$ cat src/rtl/sim_run_ctrl_pkg.sv
// Shared types, status encodings and helpers for the simulation run controller.
package sim_run_ctrl_pkg;

    // Controller sequencing: DUT reset stretch, active run, frozen verdict
    typedef enum logic [1:0] {
        S_HOLD = 2'd0,
        S_RUN  = 2'd1,
        S_DONE = 2'd2
    } state_e;

    // Encodings presented on the status output
    localparam logic [2:0] ST_IDLE    = 3'd0;
    localparam logic [2:0] ST_RUNNING = 3'd1;
    localparam logic [2:0] ST_PASS    = 3'd2;
    localparam logic [2:0] ST_FAIL    = 3'd3;
    localparam logic [2:0] ST_TIMEOUT = 3'd4;
    localparam logic [2:0] ST_HANG    = 3'd5;

    // Carrier width for sat_add; counters must be narrower than this
    localparam int unsigned SAT_W = 64;

    // a + b clamped to the all-ones value of a w-bit counter (w < SAT_W)
    function automatic logic [SAT_W-1:0] sat_add(input logic [SAT_W-1:0] a,
                                                 input logic [SAT_W-1:0] b,
                                                 input int unsigned      w);
        logic [SAT_W-1:0] lim;
        logic [SAT_W-1:0] sum;
        lim = (SAT_W'(1) << w) - SAT_W'(1);
        sum = a + b;
        return (sum > lim) ? lim : sum;
    endfunction

endpackage

$ cat src/rtl/sim_run_ctrl_if.sv
// Per-hart commit and halt streams observed by the run controller.
//   commit_valid/commit_pc : retirement strobe and PC, hart h at pc[32h+:32]
//   halt_valid/halt_code   : ebreak strobe and a0 value, hart h at code[32h+:32]
// master: the DUT side that produces the streams; slave: the controller.
interface sim_run_ctrl_if #(
    parameter int unsigned NUM_HARTS = 1
);
    logic [NUM_HARTS-1:0]    commit_valid;
    logic [NUM_HARTS*32-1:0] commit_pc;
    logic [NUM_HARTS-1:0]    halt_valid;
    logic [NUM_HARTS*32-1:0] halt_code;

    modport master (output commit_valid, commit_pc, halt_valid, halt_code);
    modport slave  (input  commit_valid, commit_pc, halt_valid, halt_code);
endinterface

$ cat src/rtl/sim_run_ctrl_trace_buf.sv
// Ring buffer of the most recently committed PCs.
//   clock, reset    : clock and synchronous active-low reset (clears contents)
//   wr_en_i         : capture commits this cycle (controller in RUN)
//   commit_valid_i  : per-hart commit strobes
//   commit_pc_i     : per-hart PCs, hart h at [32h+:32]
//   rd_idx_i        : 0 selects the newest entry
//   rd_data_c       : combinational read of the selected entry
module sim_run_ctrl_trace_buf
    import sim_run_ctrl_pkg::*;
#(
    parameter int unsigned NUM_HARTS   = 1,
    parameter int unsigned TRACE_DEPTH = 16,
    localparam int unsigned PTR_W      = $clog2(TRACE_DEPTH),
    localparam int unsigned MAX_WR     = (NUM_HARTS < TRACE_DEPTH) ? NUM_HARTS : TRACE_DEPTH
) (
    input  logic                    clock,
    input  logic                    reset,
    input  logic                    wr_en_i,
    input  logic [NUM_HARTS-1:0]    commit_valid_i,
    input  logic [NUM_HARTS*32-1:0] commit_pc_i,
    input  logic [PTR_W-1:0]        rd_idx_i,
    output logic [31:0]             rd_data_c
);

    logic [31:0]      mem_q [TRACE_DEPTH];
    logic [31:0]      mem_d [TRACE_DEPTH];
    logic [PTR_W-1:0] ptr_q;
    logic [PTR_W-1:0] ptr_d;
    logic [PTR_W-1:0] rd_addr;

    // Same-cycle commits land in ascending hart order, so the highest hart is newest
    always_comb begin
        int unsigned n_wr;
        mem_d = mem_q;
        ptr_d = ptr_q;
        n_wr  = 0;
        if (wr_en_i) begin
            for (int h = 0; h < NUM_HARTS; h++) begin
                if (commit_valid_i[h] && (n_wr < MAX_WR)) begin
                    mem_d[ptr_d] = commit_pc_i[32*h +: 32];
                    ptr_d        = ptr_d + PTR_W'(1);
                    n_wr         = n_wr + 1;
                end
            end
        end
    end

    always_ff @(posedge clock) begin
        if (!reset) begin
            mem_q <= '{default: '0};
            ptr_q <= '0;
        end else begin
            mem_q <= mem_d;
            ptr_q <= ptr_d;
        end
    end

    // ptr_q points at the next free slot; newest entry sits one behind it
    assign rd_addr   = ptr_q - PTR_W'(1) - rd_idx_i;
    assign rd_data_c = mem_q[rd_addr];

endmodule

$ cat src/rtl/sim_run_ctrl.sv
// Run controller for the top-level benches: stretches the DUT reset, counts
// cycles and commits, and latches a sticky PASS/FAIL/TIMEOUT/HANG verdict.
//   clock, reset   : clock and synchronous active-low controller reset
//   run_bus        : per-hart commit/halt streams (slave modport)
//   dut_reset      : active-high reset to the DUT, reasserted once done
//   sim_stop       : sticky stop request
//   status         : IDLE/RUNNING/PASS/FAIL/TIMEOUT/HANG
//   exit_hart/code : halting hart index and its a0 value
//   cycle_cnt      : RUN cycles, inst_cnt : total commits (both saturating)
//   last_pc        : most recent committed PC
// Optional macro SIM_RUN_CTRL_PC_TRACE_EN adds trace_rd_idx/trace_rd_data
// and a PC ring buffer of TRACE_DEPTH entries.
module sim_run_ctrl
    import sim_run_ctrl_pkg::*;
#(
    parameter int unsigned NUM_HARTS    = 1,
    parameter int unsigned RESET_CYCLES = 4,
    parameter int unsigned MAX_CYCLES   = 5000000,
    parameter int unsigned HANG_CYCLES  = 100000,
    parameter int unsigned CNT_W        = 40,
    parameter int unsigned TRACE_DEPTH  = 16,
    localparam int unsigned HART_W      = (NUM_HARTS > 1) ? $clog2(NUM_HARTS) : 1,
    localparam int unsigned HOLD_W      = $clog2(RESET_CYCLES + 1),
    localparam int unsigned TRC_W       = $clog2(TRACE_DEPTH)
) (
    input  logic              clock,
    input  logic              reset,
    sim_run_ctrl_if.slave     run_bus,
`ifdef SIM_RUN_CTRL_PC_TRACE_EN
    input  logic [TRC_W-1:0]  trace_rd_idx,
    output logic [31:0]       trace_rd_data,
`endif
    output logic              dut_reset,
    output logic              sim_stop,
    output logic [2:0]        status,
    output logic [HART_W-1:0] exit_hart,
    output logic [31:0]       exit_code,
    output logic [CNT_W-1:0]  cycle_cnt,
    output logic [CNT_W-1:0]  inst_cnt,
    output logic [31:0]       last_pc
);

    if (RESET_CYCLES < 1) begin : g_bad_reset_cycles
        $error("sim_run_ctrl: RESET_CYCLES must be at least 1");
    end
    if ((TRACE_DEPTH < 2) || ((TRACE_DEPTH & (TRACE_DEPTH - 1)) != 0)) begin : g_bad_trace_depth
        $error("sim_run_ctrl: TRACE_DEPTH must be a power of two >= 2");
    end

    state_e              state_q,     state_d;
    logic [HOLD_W-1:0]   hold_cnt_q,  hold_cnt_d;
    logic                dut_reset_q, dut_reset_d;
    logic                sim_stop_q,  sim_stop_d;
    logic [2:0]          status_q,    status_d;
    logic [HART_W-1:0]   exit_hart_q, exit_hart_d;
    logic [31:0]         exit_code_q, exit_code_d;
    logic [CNT_W-1:0]    cycle_cnt_q, cycle_cnt_d;
    logic [CNT_W-1:0]    inst_cnt_q,  inst_cnt_d;
    logic [31:0]         last_pc_q,   last_pc_d;
    logic [CNT_W-1:0]    idle_cnt_q,  idle_cnt_d;

    logic [CNT_W-1:0]    commit_cnt;
    logic                any_commit;
    logic [31:0]         newest_pc;
    logic                halt_hit;
    logic [HART_W-1:0]   halt_idx;
    logic [31:0]         halt_val;

    // Commit popcount, highest-index committing PC, lowest-index halting hart
    always_comb begin
        commit_cnt = '0;
        any_commit = 1'b0;
        newest_pc  = last_pc_q;
        halt_hit   = 1'b0;
        halt_idx   = '0;
        halt_val   = '0;
        for (int h = 0; h < NUM_HARTS; h++) begin
            if (run_bus.commit_valid[h]) begin
                commit_cnt = commit_cnt + CNT_W'(1);
                any_commit = 1'b1;
                newest_pc  = run_bus.commit_pc[32*h +: 32];
            end
            if (run_bus.halt_valid[h] && !halt_hit) begin
                halt_hit = 1'b1;
                halt_idx = HART_W'(h);
                halt_val = run_bus.halt_code[32*h +: 32];
            end
        end
    end

    // Next-state and registered-output logic
    always_comb begin
        logic       term;
        logic [2:0] verdict;
        state_d     = state_q;
        hold_cnt_d  = hold_cnt_q;
        dut_reset_d = dut_reset_q;
        sim_stop_d  = sim_stop_q;
        status_d    = status_q;
        exit_hart_d = exit_hart_q;
        exit_code_d = exit_code_q;
        cycle_cnt_d = cycle_cnt_q;
        inst_cnt_d  = inst_cnt_q;
        last_pc_d   = last_pc_q;
        idle_cnt_d  = idle_cnt_q;
        term        = 1'b0;
        verdict     = status_q;

        case (state_q)
            S_HOLD: begin
                if (hold_cnt_q == HOLD_W'(RESET_CYCLES - 1)) begin
                    state_d     = S_RUN;
                    dut_reset_d = 1'b0;
                    status_d    = ST_RUNNING;
                end else begin
                    hold_cnt_d = hold_cnt_q + HOLD_W'(1);
                end
            end
            S_RUN: begin
                // Counting always applies, including the terminating cycle
                cycle_cnt_d = CNT_W'(sat_add(SAT_W'(cycle_cnt_q), SAT_W'(1), CNT_W));
                inst_cnt_d  = CNT_W'(sat_add(SAT_W'(inst_cnt_q), SAT_W'(commit_cnt), CNT_W));
                if (any_commit) begin
                    last_pc_d  = newest_pc;
                    idle_cnt_d = '0;
                end else begin
                    idle_cnt_d = CNT_W'(sat_add(SAT_W'(idle_cnt_q), SAT_W'(1), CNT_W));
                end

                if (halt_hit) begin
                    term        = 1'b1;
                    verdict     = (halt_val == 32'd0) ? ST_PASS : ST_FAIL;
                    exit_hart_d = halt_idx;
                    exit_code_d = halt_val;
                end else if (cycle_cnt_q == CNT_W'(MAX_CYCLES - 1)) begin
                    term    = 1'b1;
                    verdict = ST_TIMEOUT;
                end else if ((HANG_CYCLES != 0) && !any_commit &&
                             (idle_cnt_q == CNT_W'(HANG_CYCLES - 1))) begin
                    term    = 1'b1;
                    verdict = ST_HANG;
                end

                if (term) begin
                    state_d     = S_DONE;
                    status_d    = verdict;
                    sim_stop_d  = 1'b1;
                    dut_reset_d = 1'b1;
                end
            end
            default: begin
                // DONE: everything frozen until reset
            end
        endcase
    end

    always_ff @(posedge clock) begin
        if (!reset) begin
            state_q     <= S_HOLD;
            hold_cnt_q  <= '0;
            dut_reset_q <= 1'b1;
            sim_stop_q  <= 1'b0;
            status_q    <= ST_IDLE;
            exit_hart_q <= '0;
            exit_code_q <= '0;
            cycle_cnt_q <= '0;
            inst_cnt_q  <= '0;
            last_pc_q   <= '0;
            idle_cnt_q  <= '0;
        end else begin
            state_q     <= state_d;
            hold_cnt_q  <= hold_cnt_d;
            dut_reset_q <= dut_reset_d;
            sim_stop_q  <= sim_stop_d;
            status_q    <= status_d;
            exit_hart_q <= exit_hart_d;
            exit_code_q <= exit_code_d;
            cycle_cnt_q <= cycle_cnt_d;
            inst_cnt_q  <= inst_cnt_d;
            last_pc_q   <= last_pc_d;
            idle_cnt_q  <= idle_cnt_d;
        end
    end

    assign dut_reset = dut_reset_q;
    assign sim_stop  = sim_stop_q;
    assign status    = status_q;
    assign exit_hart = exit_hart_q;
    assign exit_code = exit_code_q;
    assign cycle_cnt = cycle_cnt_q;
    assign inst_cnt  = inst_cnt_q;
    assign last_pc   = last_pc_q;

`ifdef SIM_RUN_CTRL_PC_TRACE_EN
    sim_run_ctrl_trace_buf #(
        .NUM_HARTS   (NUM_HARTS),
        .TRACE_DEPTH (TRACE_DEPTH)
    ) u_trace_buf (
        .clock          (clock),
        .reset          (reset),
        .wr_en_i        (state_q == S_RUN),
        .commit_valid_i (run_bus.commit_valid),
        .commit_pc_i    (run_bus.commit_pc),
        .rd_idx_i       (trace_rd_idx),
        .rd_data_c      (trace_rd_data)
    );
`endif

endmodule
$ cat src/flat_wrapper.sv
// flat-port wrapper written by rule: the top's interface ports become plain ports
module sim_run_ctrl_flat import sim_run_ctrl_pkg::*;
#(
    parameter int unsigned NUM_HARTS    = 1,
    parameter int unsigned RESET_CYCLES = 4,
    parameter int unsigned MAX_CYCLES   = 5000000,
    parameter int unsigned HANG_CYCLES  = 100000,
    parameter int unsigned CNT_W        = 40,
    parameter int unsigned TRACE_DEPTH  = 16,
    localparam int unsigned HART_W      = (NUM_HARTS > 1) ? $clog2(NUM_HARTS) : 1,
    localparam int unsigned HOLD_W      = $clog2(RESET_CYCLES + 1),
    localparam int unsigned TRC_W       = $clog2(TRACE_DEPTH)
)
  (clock, reset, dut_reset, sim_stop, status, exit_hart, exit_code, cycle_cnt, inst_cnt, last_pc, run_bus_commit_valid, run_bus_commit_pc, run_bus_halt_valid, run_bus_halt_code);
  sim_run_ctrl_if #(.NUM_HARTS(NUM_HARTS)) run_bus_i ();
  input  logic clock;
  input  logic reset;
  output logic dut_reset;
  output logic sim_stop;
  output logic [2:0] status;
  output logic [HART_W-1:0] exit_hart;
  output logic [31:0] exit_code;
  output logic [CNT_W-1:0] cycle_cnt;
  output logic [CNT_W-1:0] inst_cnt;
  output logic [31:0] last_pc;
  input wire logic [$bits(run_bus_i.commit_valid)-1:0] run_bus_commit_valid;
  input wire logic [$bits(run_bus_i.commit_pc)-1:0] run_bus_commit_pc;
  input wire logic [$bits(run_bus_i.halt_valid)-1:0] run_bus_halt_valid;
  input wire logic [$bits(run_bus_i.halt_code)-1:0] run_bus_halt_code;
  assign run_bus_i.commit_valid = run_bus_commit_valid;
  assign run_bus_i.commit_pc = run_bus_commit_pc;
  assign run_bus_i.halt_valid = run_bus_halt_valid;
  assign run_bus_i.halt_code = run_bus_halt_code;
  sim_run_ctrl #(.NUM_HARTS(NUM_HARTS), .RESET_CYCLES(RESET_CYCLES), .MAX_CYCLES(MAX_CYCLES), .HANG_CYCLES(HANG_CYCLES), .CNT_W(CNT_W), .TRACE_DEPTH(TRACE_DEPTH)) u_core (.clock(clock), .reset(reset), .run_bus(run_bus_i), .dut_reset(dut_reset), .sim_stop(sim_stop), .status(status), .exit_hart(exit_hart), .exit_code(exit_code), .cycle_cnt(cycle_cnt), .inst_cnt(inst_cnt), .last_pc(last_pc));
endmodule
$ cat config.mk
export PLATFORM = sky130hd
export DESIGN_NAME = sim_run_ctrl_flat
export DESIGN_NICKNAME = d
export VERILOG_FILES = /design/src/rtl/sim_run_ctrl_pkg.sv /design/src/rtl/sim_run_ctrl_if.sv /design/src/rtl/sim_run_ctrl_trace_buf.sv /design/src/rtl/sim_run_ctrl.sv /design/src/flat_wrapper.sv
export SDC_FILE = /design/constraint.sdc
export NUM_CORES = 1
export LEC_CHECK = 0
export ABC_AREA = 1
export CORE_UTILIZATION = 40
export CTS_BUF_LIST = sky130_fd_sc_hd__clkbuf_4 sky130_fd_sc_hd__clkbuf_8 sky130_fd_sc_hd__clkbuf_16
export CTS_CLUSTER_SIZE = 8
export DETAILED_ROUTE_END_ITERATION = 8
export PLACE_DENSITY = 0.61
export SYNTH_ARGS = -nofsm -noshare
export SYNTH_HDL_FRONTEND = slang
export SYNTH_HIERARCHICAL = 1
export SYNTH_SLANG_ARGS = --single-unit
$ cat constraint.sdc
create_clock -name clock -period 2.45 [get_ports clock]
set_input_delay 0.245 -clock clock [delete_from_list [all_inputs] [get_ports clock]]
set_output_delay 0.245 -clock clock [all_outputs]
set_load 0.02 [all_outputs]
==> metrics.csv <==
metric,value,unit
DR vias,13500,
final core occ,58.6,%
Final period util,102,%
Setup crit end kind,flop,
grt ovf,0,
Die X,176,um
CP Max Fanout,8,
highest clock rate,0.402,GHz
Setup TNS Final,-0.652,ns
ranking of synthesized cells by area,"dfxtp_1, nand2_1, nor2_1",
layout cell share with drive strength beyond 1,21.6,%
crit start category,flop,
nets,2333,
number of buffers created by CTS,17,
total track usage,26.1,%
Routed WL,40600,um
r2r startpoint,u_core/cycle_cnt[0],
post-DR wirelength/cell,15.3,um
Yosys reg bits,194,
number of DRC markers in iteration 0,1003,
Final Wtd Congestion,0.932,
Core Area,29600,um^2
clk root buf,clkbuf_16,
Initial Util,40.7,%
setup repair after global routing missed its margin,yes,
"Reg clk slew, reported paths",0.08,ns
H-tree depth,4,
post-synth top area share,32.2,%
CTS tree,done,
ANT nets after route,0,
synthesized instance count,1913,
die area,30900,um^2
CP arrival,2.83,ns
Placed Area,15700,um^2
post-synth net total,1989,
skew final,0.0163,ns
worst min path class,in -> reg,
Hold Path Stages,3,
clock latency on the worst-skew pair,0.45,ns
violated checks,setup timing,
fraction of registers with async set/reset,0,%
CTS max path bufs,2,
"Primary FF master, synth",dfxtp_1,
Finished Cell Area,17400,um^2
"area leader, netlist",dfxtp_1,
Mapped Area,12100,um^2
Pre-Repair DR Iteration Count,5,
Netlist cell types,43,
R2R Setup Slk,-0.04,ns
Detail Placement HPWL,28500,um
# diodes,0,
crit path time final,2.49,ns
Synth Area per Inst,6.31,um^2
worst setup path end,u_core/cycle_cnt[27],
CTS sink cnt,194,
DRC viols,0,
worst slew pin tran,0.835,ns
Via density,5.08,
vias in the first global route,12800,
final worst-path setup slack,-0.0384,ns
max-cap viol count,0,
VDD IR max,0.651,mV
IO Port Bufs,216,
Worst R2R End,u_core/cycle_cnt[27],
Yosys warning count,6,
Area Overhead vs Synth,43.9,%
final setup vio count,41,
reg2reg path depth,18,
first-pass GRT wire length,65300,um
chip height,176,um
"Slew Viols, Final",0,
Ports,218,
WS Path Type,reg -> reg,
largest net degree at the start of global routing,118,
Cell Pwr Density,752,nW/um^2
sequential area share after synthesis,32.2,%
crit path launch,u_core/cycle_cnt[0],
initial antenna violation count,0,
CP required,2.79,ns
"EDFF count, synth",0,
final hold vios,0,
P_leak,0.00734,uW
Worst slew margin,44.3,%
run status,"complete, but fails checks",
Rows,63,
[routing by layer]
| metal | vias to the layer above | wire length, um | global-route usage (%) |
|---|---|---|---|
| met3 | 44 | 2270 | 5.22 |
| met5 | - | 0 | 0 |
| met4 | 0 | 671 | 7.10 |
| met1 | 6316 | 18700 | 34.7 |
| li1 | 6786 | - | - |
| met2 | 371 | 18900 | 42.7 |
[logic make-up after synthesis]
logic type      count (synthesis)  share of synthesized area, %
xor+xnor                       57                          4.14
simple gates                 1106                          41.0
compound gates                238                          11.6
fa+ha+maj                       8                         0.829
flops                         194                          32.2
other cells                     1                        0.0311
buf+inv                       309                          10.3
[worst max-delay path, stage by stage (launching register included)]
cell and delay (ns):
dfxtp_2 0.37, ha_4 0.17, nand2_4 0.06, nor2_4 0.16, nand2_4 0.09, nor2_4 0.15, buf_6 0.14, nand2_4 0.07
xor2_4 0.20, nand2_1 0.07, nor2_1 0.12, nand2_1 0.08, nor2_2 0.11, nand3_2 0.09, nand2_4 0.13, buf_8 0.17
nand3_2 0.06, nand2_1 0.09, inv_1 0.04
[power breakdown]
group | leakage (uW) | switching (uW) | internal (uW)
sequential | 0.00159 | 713 | 3820
clock | 0.000303 | 1430 | 1590
combinational | 0.00545 | 3060 | 2450
total | 0.00734 | 5200 | 7860
[final cells by class]
cell class	instances	area [um^2]
Multi-Input combinational cell	1410	7690
Tap cell	390	488
Clock inverter	14	191
Inverter	229	865
Timing Repair Buffer	405	3780
Clock buffer	18	439
Fill cell	2856	12300
Sequential cell	194	3910
[worst min path at each step]
stage	start	to	slack [ns]
3_3_place_gp	u_core/dut_reset	u_core/dut_reset	0.44
5_1_grt	reset	u_core/last_pc[1]	0.26
6_report	reset	u_core/status[1]	0.26
4_1_cts	reset	u_core/status[1]	0.25
2_1_floorplan	run_bus_halt_code[0]	u_core/exit_code[0]	0.38
3_5_place_dp	u_core/last_pc[29]	u_core/last_pc[29]	0.45
[per-stage QoR]
step | power, uW | hold slack, ns | worst slack (ns) | instances
6_report | 13100 | 0.262 | -0.0384 | 2660
5_1_grt | 13800 | 0.263 | -0.206 | 2660
4_1_cts | 13000 | 0.247 | -0.103 | 2657
3_5_place_dp | 9760 | 0.453 | -0.243 | 2603
3_3_place_gp | 9710 | 0.444 | -0.230 | 2603
2_1_floorplan | 7270 | 0.380 | 0.0247 | 1913
[placed cells by master, fill, tap and decap left out, types with 29 or more instances in the layout]
cell type	instances
a21oi_1	99
a21oi_2	39
buf_4	163
clkdlybuf4s50_1	215
dfxtp_1	176
inv_1	224
nand2_1	458
nand2_2	29
nand3_1	118
nand3_2	77
nand4_1	33
nor2_1	253
nor2_2	33
nor3_1	31
o21ai_0	69
xor2_1	33
[synth_stat cells, types with 2 or more instances]
library cell and count:
inv_2 2, o211ai_1 19, and2_1 4, xor2_1 45
nor2_4 5, nand2_2 6, or2_2 4, nand4_1 33
nor3_1 34, xnor2_1 12, o21ai_0 70, buf_4 4
a31oi_1 3, dfxtp_1 194, nor2_2 9, clkbuf_1 59
a21oi_2 36, o21ai_1 2, inv_1 226, nand3b_1 6
nor2_1 289, nor4_1 15, a21oi_1 102, buf_1 3
nor3_2 2, ha_1 8, nand3_2 43, nand2_1 492
buf_6 8, nand3_1 160, buf_2 6
[what timing repair did]
item / CTS / global route
hold buffers: 0 / 0
pin swaps: 62 / 61
endpoints found under the hold margin: 0 / 0
resized for setup: 129 / 89
gates cloned: 4 / 1
setup buffers: 18 / 8
endpoints found under the setup margin: 80 / 107
[state kept, by name (all words and copies together), names as in the netlist]
signal	flops
u_core/exit_code	32
u_core/state_q	2
u_core/inst_cnt	40
u_core/last_pc	32
u_core/idle_cnt_q	40
u_core/hold_cnt_q	3
u_core/sim_stop	1
u_core/status	3
u_core/dut_reset	1
u_core/cycle_cnt	40
Note: power is estimated with default switching activity, not from simulation.
